[src/rtl/mem_arb_pkg.sv]
`default_nettype none
// ============================================================================
//  Module   : mem_arb_pkg
//  Purpose  : Shared types and the port-priority helper for mem_arbiter.
//  Revision : 1.0  initial release
// ============================================================================
package mem_arb_pkg;

    typedef enum logic [1:0] {
        ARB_IDLE    = 2'd0,
        ARB_SERVE_I = 2'd1,
        ARB_SERVE_D = 2'd2
    } arb_state_t;

    typedef enum logic {
        PORT_I = 1'b0,
        PORT_D = 1'b1
    } arb_port_t;

    // Data wins by default; instruction wins a contested cycle once the data
    // streak has saturated, and wins trivially when it is the only requester.
    function automatic arb_port_t pick_port(
        input logic eligible_i,
        input logic eligible_d,
        input logic streak_full
    );
        arb_port_t w_port;
        if (eligible_i && eligible_d && streak_full) begin
            w_port = PORT_I;
        end else if (eligible_d) begin
            w_port = PORT_D;
        end else begin
            w_port = PORT_I;
        end
        return w_port;
    endfunction

endpackage
`default_nettype wire

[src/rtl/mem_arbiter.sv]
`default_nettype none
// ============================================================================
//  Module   : mem_arbiter
//  Purpose  : Shares one single-ported memory between the instruction-fetch
//             and data ports of the core. Data has priority; a saturating
//             streak counter bounds how long instruction fetch can starve.
//             All outputs are registered.
//  Revision : 1.0  initial release
// ============================================================================
module mem_arbiter
    import mem_arb_pkg::*;
#(
    parameter int ADDR_W       = 32,
    parameter int DATA_W       = 32,
    parameter int D_STREAK_MAX = 4
) (
    input  logic              clk,
    input  logic              reset,
    // instruction port
    input  logic              i_req,
    input  logic [ADDR_W-1:0] i_addr,
    output logic              i_ack,
    output logic [DATA_W-1:0] i_rdata,
    // data port
    input  logic              d_req,
    input  logic              d_we,
    input  logic [ADDR_W-1:0] d_addr,
    input  logic [DATA_W-1:0] d_wdata,
    output logic              d_ack,
    output logic [DATA_W-1:0] d_rdata,
    // memory side
    output logic              mem_req,
    output logic              mem_we,
    output logic [ADDR_W-1:0] mem_addr,
    output logic [DATA_W-1:0] mem_wdata,
    input  logic [DATA_W-1:0] mem_rdata,
    input  logic              mem_ready
);

    localparam int                    c_STREAK_W   = $clog2(D_STREAK_MAX + 1);
    localparam logic [c_STREAK_W-1:0] c_STREAK_MAX = c_STREAK_W'(D_STREAK_MAX);

    arb_state_t            r_state;
    arb_state_t            w_next_state;
    arb_port_t             w_pick;
    logic                  w_elig_i;
    logic                  w_elig_d;
    logic                  w_grant;
    logic                  w_grant_i;
    logic                  w_grant_d;
    logic                  w_done_i;
    logic                  w_done_d;
    logic                  w_streak_full;

    logic [c_STREAK_W-1:0] r_streak;
    logic                  r_i_ack;
    logic                  r_d_ack;
    logic [DATA_W-1:0]     r_i_rdata;
    logic [DATA_W-1:0]     r_d_rdata;
    logic                  r_mem_req;
    logic                  r_mem_we;
    logic [ADDR_W-1:0]     r_mem_addr;
    logic [DATA_W-1:0]     r_mem_wdata;

    assign w_streak_full = (r_streak == c_STREAK_MAX);

    // State register.
    always_ff @(posedge clk) begin
        if (reset) begin
            r_state <= ARB_IDLE;
        end else begin
            r_state <= w_next_state;
        end
    end

    // Next-state: arbitrate in IDLE (a port in its ack cycle is not eligible),
    // return to IDLE when the memory completes.
    always_comb begin
        w_elig_i     = i_req && !r_i_ack;
        w_elig_d     = d_req && !r_d_ack;
        w_grant      = 1'b0;
        w_pick       = PORT_I;
        w_next_state = r_state;
        case (r_state)
            ARB_IDLE: begin
                if (w_elig_i || w_elig_d) begin
                    w_grant      = 1'b1;
                    w_pick       = pick_port(w_elig_i, w_elig_d, w_streak_full);
                    w_next_state = (w_pick == PORT_D) ? ARB_SERVE_D : ARB_SERVE_I;
                end
            end
            ARB_SERVE_I, ARB_SERVE_D: begin
                if (mem_ready) begin
                    w_next_state = ARB_IDLE;
                end
            end
            default: w_next_state = ARB_IDLE;
        endcase
    end

    // Output decode: which port is granted this cycle, which access completes.
    always_comb begin
        w_grant_i = w_grant && (w_pick == PORT_I);
        w_grant_d = w_grant && (w_pick == PORT_D);
        w_done_i  = (r_state == ARB_SERVE_I) && mem_ready;
        w_done_d  = (r_state == ARB_SERVE_D) && mem_ready;
    end

    // Memory-side request registers and port ack/read-data registers.
    always_ff @(posedge clk) begin
        if (reset) begin
            r_i_ack     <= 1'b0;
            r_d_ack     <= 1'b0;
            r_i_rdata   <= '0;
            r_d_rdata   <= '0;
            r_mem_req   <= 1'b0;
            r_mem_we    <= 1'b0;
            r_mem_addr  <= '0;
            r_mem_wdata <= '0;
        end else begin
            r_i_ack <= w_done_i;
            r_d_ack <= w_done_d;
            if (w_done_i) begin
                r_i_rdata <= mem_rdata;
            end
            // Write completions leave the last read value in place.
            if (w_done_d && !r_mem_we) begin
                r_d_rdata <= mem_rdata;
            end
            if (w_done_i || w_done_d) begin
                r_mem_req <= 1'b0;
            end
            if (w_grant_d) begin
                r_mem_req   <= 1'b1;
                r_mem_we    <= d_we;
                r_mem_addr  <= d_addr;
                r_mem_wdata <= d_wdata;
            end else if (w_grant_i) begin
                r_mem_req   <= 1'b1;
                r_mem_we    <= 1'b0;
                r_mem_addr  <= i_addr;
                r_mem_wdata <= '0;
            end
        end
    end

    // Streak of data grants taken while instruction fetch was waiting.
    always_ff @(posedge clk) begin
        if (reset) begin
            r_streak <= '0;
        end else if (w_grant_i) begin
            r_streak <= '0;
        end else if (w_grant_d) begin
            if (!i_req) begin
                r_streak <= '0;
            end else if (!w_streak_full) begin
                r_streak <= r_streak + 1'b1;
            end
        end
    end

    assign i_ack     = r_i_ack;
    assign i_rdata   = r_i_rdata;
    assign d_ack     = r_d_ack;
    assign d_rdata   = r_d_rdata;
    assign mem_req   = r_mem_req;
    assign mem_we    = r_mem_we;
    assign mem_addr  = r_mem_addr;
    assign mem_wdata = r_mem_wdata;

endmodule
`default_nettype wire

[config.mk]
export PLATFORM = sky130hd
export DESIGN_NAME = mem_arbiter
export DESIGN_NICKNAME = d
export VERILOG_FILES = /design/src/rtl/mem_arb_pkg.sv /design/src/rtl/mem_arbiter.sv
export SDC_FILE = /design/constraint.sdc
export NUM_CORES = 1
export LEC_CHECK = 0
export CAP_MARGIN = 20
export CELL_PAD_IN_SITES_DETAIL_PLACEMENT = 0
export CELL_PAD_IN_SITES_GLOBAL_PLACEMENT = 1
export CORE_MARGIN = 10
export CORE_UTILIZATION = 40
export CTS_CLUSTER_SIZE = 14
export DETAILED_ROUTE_END_ITERATION = 10
export DONT_BUFFER_PORTS = 1
export PLACE_DENSITY = 0.81
export SYNTH_ARGS = -nofsm -noshare
export SYNTH_HDL_FRONTEND = slang
export SYNTH_SLANG_ARGS = --single-unit
[constraint.sdc]
create_clock -name clk -period 1.8 [get_ports clk]
set_input_delay 0.36 -clock clk [delete_from_list [all_inputs] [get_ports clk]]
set_output_delay 0.36 -clock clk [all_outputs]
set_load 0.02 [all_outputs]
==> run_results.csv <==
group,metric,value,unit
run_status,outcome,"finished, final reports clean",
drt,via_count,3989,
drt,drc,0,
sta,max_slew_margin,72.7,%
setup_path,start_kind,"flip-flop",
yosys,synthTopCellsByArea,"dfxtp_1, nand2_1, a21oi_1",
drt,postRouteAntennaNets,0,
yosys,syn_area,0.00498,sq mm
clock_network,ctsHtreeMaxLevel,4,
drt,dr.pass1.iters,5,
yosys,synth_warnings,0,
yosys,syn-num-nets,695,
cells_and_area,fin_area,0.00575,sq mm
clock_network,root_buffer,"clkbuf_16",
yosys,yosysTopAreaCell,"dfxtp_1",
clock_network,clock-sinks,137,
drt,via_per_inst,5.49,
setup_path,crit_slowest_cell,"dfxtp_1",
yosys,synthFlopType,"dfxtp_1",
yosys,netlist-cell-type-count,35,
floorplan,start_util,41.1,%
sta,hold_viol_final,0,
sta,rsz0062_at_grt,"false",
clock_network,cts_tree,"yes",
floorplan,die_h,132,um
setup_path,crit_arrival,1950,ps
clock_network,clk_path_buf_depth,2,
setup_path,r2r_cells,7,
clock_network,clk_latency,410,ps
setup_path,reg2reg_slack,170,ps
placement,dpl-instance-area,0.00511,sq mm
placement,dp_hpwl,10900,um
global_routing,antenna_found_initial,0,
power,pwr-share-seq,45.9,%
floorplan,die-width,132,um
sta,worst_pin_slew,410,ps
cells_and_area,multiInputGateArea,0.00196,sq mm
cells_and_area,layout-drive-gt1-share,9.50,%
setup_path,worstSetupPathType,"reg -> reg",
sta,fin_setup_tns,0,ps
setup_path,path_max_fanout,47,
global_routing,grt_pass1_wl,23000,um
cells_and_area,nFillCells,1183,
hold_path,min_from,"reset",
global_routing,grt_usage,16.6,%
yosys,ys_top_cells_by_count,"dfxtp_1, nand2_1, a21oi_1",
sta,setup_viol,0,
setup_path,r2r_start,"r_streak[0]",
floorplan,core,0.0121,sq mm
hold_path,hp-class,"in -> reg",
floorplan,pin_count,266,
global_routing,grt-ovfl-total,0,
yosys,synth.avg_cell_area,8.95,sq um
yosys,synthDominantCellAreaShare,55.1,%
power,p_comb_share,8.9,%
yosys,synth_most_common_cell,"dfxtp_1",
sta,finalCritPeriodShare,90.5,%
setup_path,r2r-end,"mem_addr[30]",
drt,drt_iter0_markers,226,
setup_path,max_stage_delay,330,ps
placement,routabilityCongestion,0.744,
global_routing,grt_max_degree,107,
placement,port-buffer-count,0,
sta,final_max_slew_viol_count,0,
cells_and_area,seq_area,0.00274,sq mm
setup_path,crit_required,2120,ps
power,intPower,5.94,mW
cells_and_area,area.growth.synth_to_final,15.6,%
power,p_switching,2.13,mW
sta,period_needed,1630,ps
cells_and_area,antenna_cells,0,
global_routing,grt_pass1_vias,4029,
power,clockPowerShare,45.2,%
setup_path,crit_path_end_kind,"flip-flop",
yosys,async_reset_ff_share,0,%
sta,max_freq,614,MHz
yosys,ys_seq_area_share,55.1,%
hold_path,whs_path_depth,1,
cells_and_area,nNetsFinal,684,
drt,routed_wl,15000,um
drt,wl_per_cell,20.6,um
power,power_density,1400,mW/mm^2
power,swShare,26.4,%
power,power_leakage,2.04,nW
floorplan,num_rows,40,
job,cap_violations,0,
yosys,syn-instance-count,556,
clock_network,cts_made_buffers,17,
power,vdd_drop_max,0.675,mV
hold_path,holdPathEnd,"mem_wdata[5]",
yosys,synth-seq-cells,137,
yosys,synth_edf_count,0,
setup_path,path_cells,"inv_1, ha_1, nand4b_1, and3_2, buf_12, nor2_1, o32ai_1",
floorplan,dieArea,0.0173,sq mm
clock_network,path_clk_slew,60,ps
sta,fin_worst_skew,5.93,ps
placed cells by master, fill, tap and decap left out, types with 2 or more instances in the layout:
master,count
o2bb2ai_1,31
nor2_1,41
clkbuf_16,17
dfxtp_1,137
nand3_1,3
ha_1,5
buf_4,11
clkinv_2,4
nand2b_1,2
o22ai_1,31
clkbuf_8,2
clkinv_4,2
buf_12,5
nor2_2,2
nand2_1,135
clkinvlp_4,2
inv_1,5
a21oi_1,65
bufinv_16,4
a22oi_1,34
critical path, delay by kind of cell, from the launching register on:
family,cells,cell delay [ps]
simple gates,3,410
flops,1,330
buf+inv,2,270
compound gates,1,250
fa+ha+maj,1,240
final cells by class:
type / instances / share of cell area [%]
Multi-Input combinational cell: 367 / 34.1
Tap cell: 168 / 3.65
Clock inverter: 12 / 3.00
Inverter: 5 / 0.326
Clock buffer: 20 / 7.94
Sequential cell: 137 / 47.7
Timing Repair Buffer: 17 / 3.35
metrics by stage:
step           hold WS, ps  power, mW  setup WS, ps  util [%]  cells
2_1_floorplan          482       4.31           341         -    556
3_3_place_gp           443       4.46           247      42.2    693
3_5_place_dp           446       4.49           174      42.2    693
4_1_cts               2.22       8.17           162      47.4    725
5_1_grt               8.56       8.44          13.8      47.5    726
6_report              27.5       8.07           171      47.5    726
state kept, by name, indices dropped and copies added, names as in the netlist:
name,flops
i_ack,1
mem_wdata,32
r_streak,3
d_ack,1
r_state,2
mem_addr,32
i_rdata,32
mem_req,1
mem_we,1
d_rdata,32
routing by layer:
metal	wire length, um	GRT usage [%]
met4	313	7.54
met3	1780	9.03
met5	0	0
met1	5710	17.6
met2	7170	26.5
logic make-up after synthesis:
| logic type | after synthesis | share of synthesized area, % |
|---|---|---|
| AND/OR/NAND/NOR | 191 | 15.3 |
| AO/OA/AOI/OAI | 170 | 22.5 |
| buffers and inverters | 52 | 5.61 |
| flip-flops | 137 | 55.1 |
| adder cells (fa/ha/maj) | 5 | 1.26 |
| multiplexers | 1 | 0.201 |
power groups by stage:
stage	Clock (mW)	Combinational [mW]	Sequential, mW
5_1_grt	3.89	0.813	3.73
3_3_place_gp	0	0.679	3.78
2_1_floorplan	0	0.603	3.70
3_5_place_dp	0	0.714	3.78
6_report	3.65	0.715	3.71
4_1_cts	3.74	0.715	3.71
how the worst max path moves through the flow:
stage,slack (ps),to,from
6_report,170,mem_addr[30],r_streak[0]
5_1_grt,10,mem_addr[30],r_streak[0]
4_1_cts,160,d_rdata[26],r_state[0]
3_5_place_dp,170,mem_addr[30],r_streak[0]
3_3_place_gp,250,d_rdata[19],r_state[0]
2_1_floorplan,340,mem_wdata[1],r_state[0]
timing repair:
item | in CTS | in global routing
gates resized for setup | 0 | 1
setup buffers | 0 | 0
setup endpoints to repair | 0 | 13
hold endpoints to repair | 0 | 8
hold buffers | 0 | 1
Power figures use the tool's default switching activity.
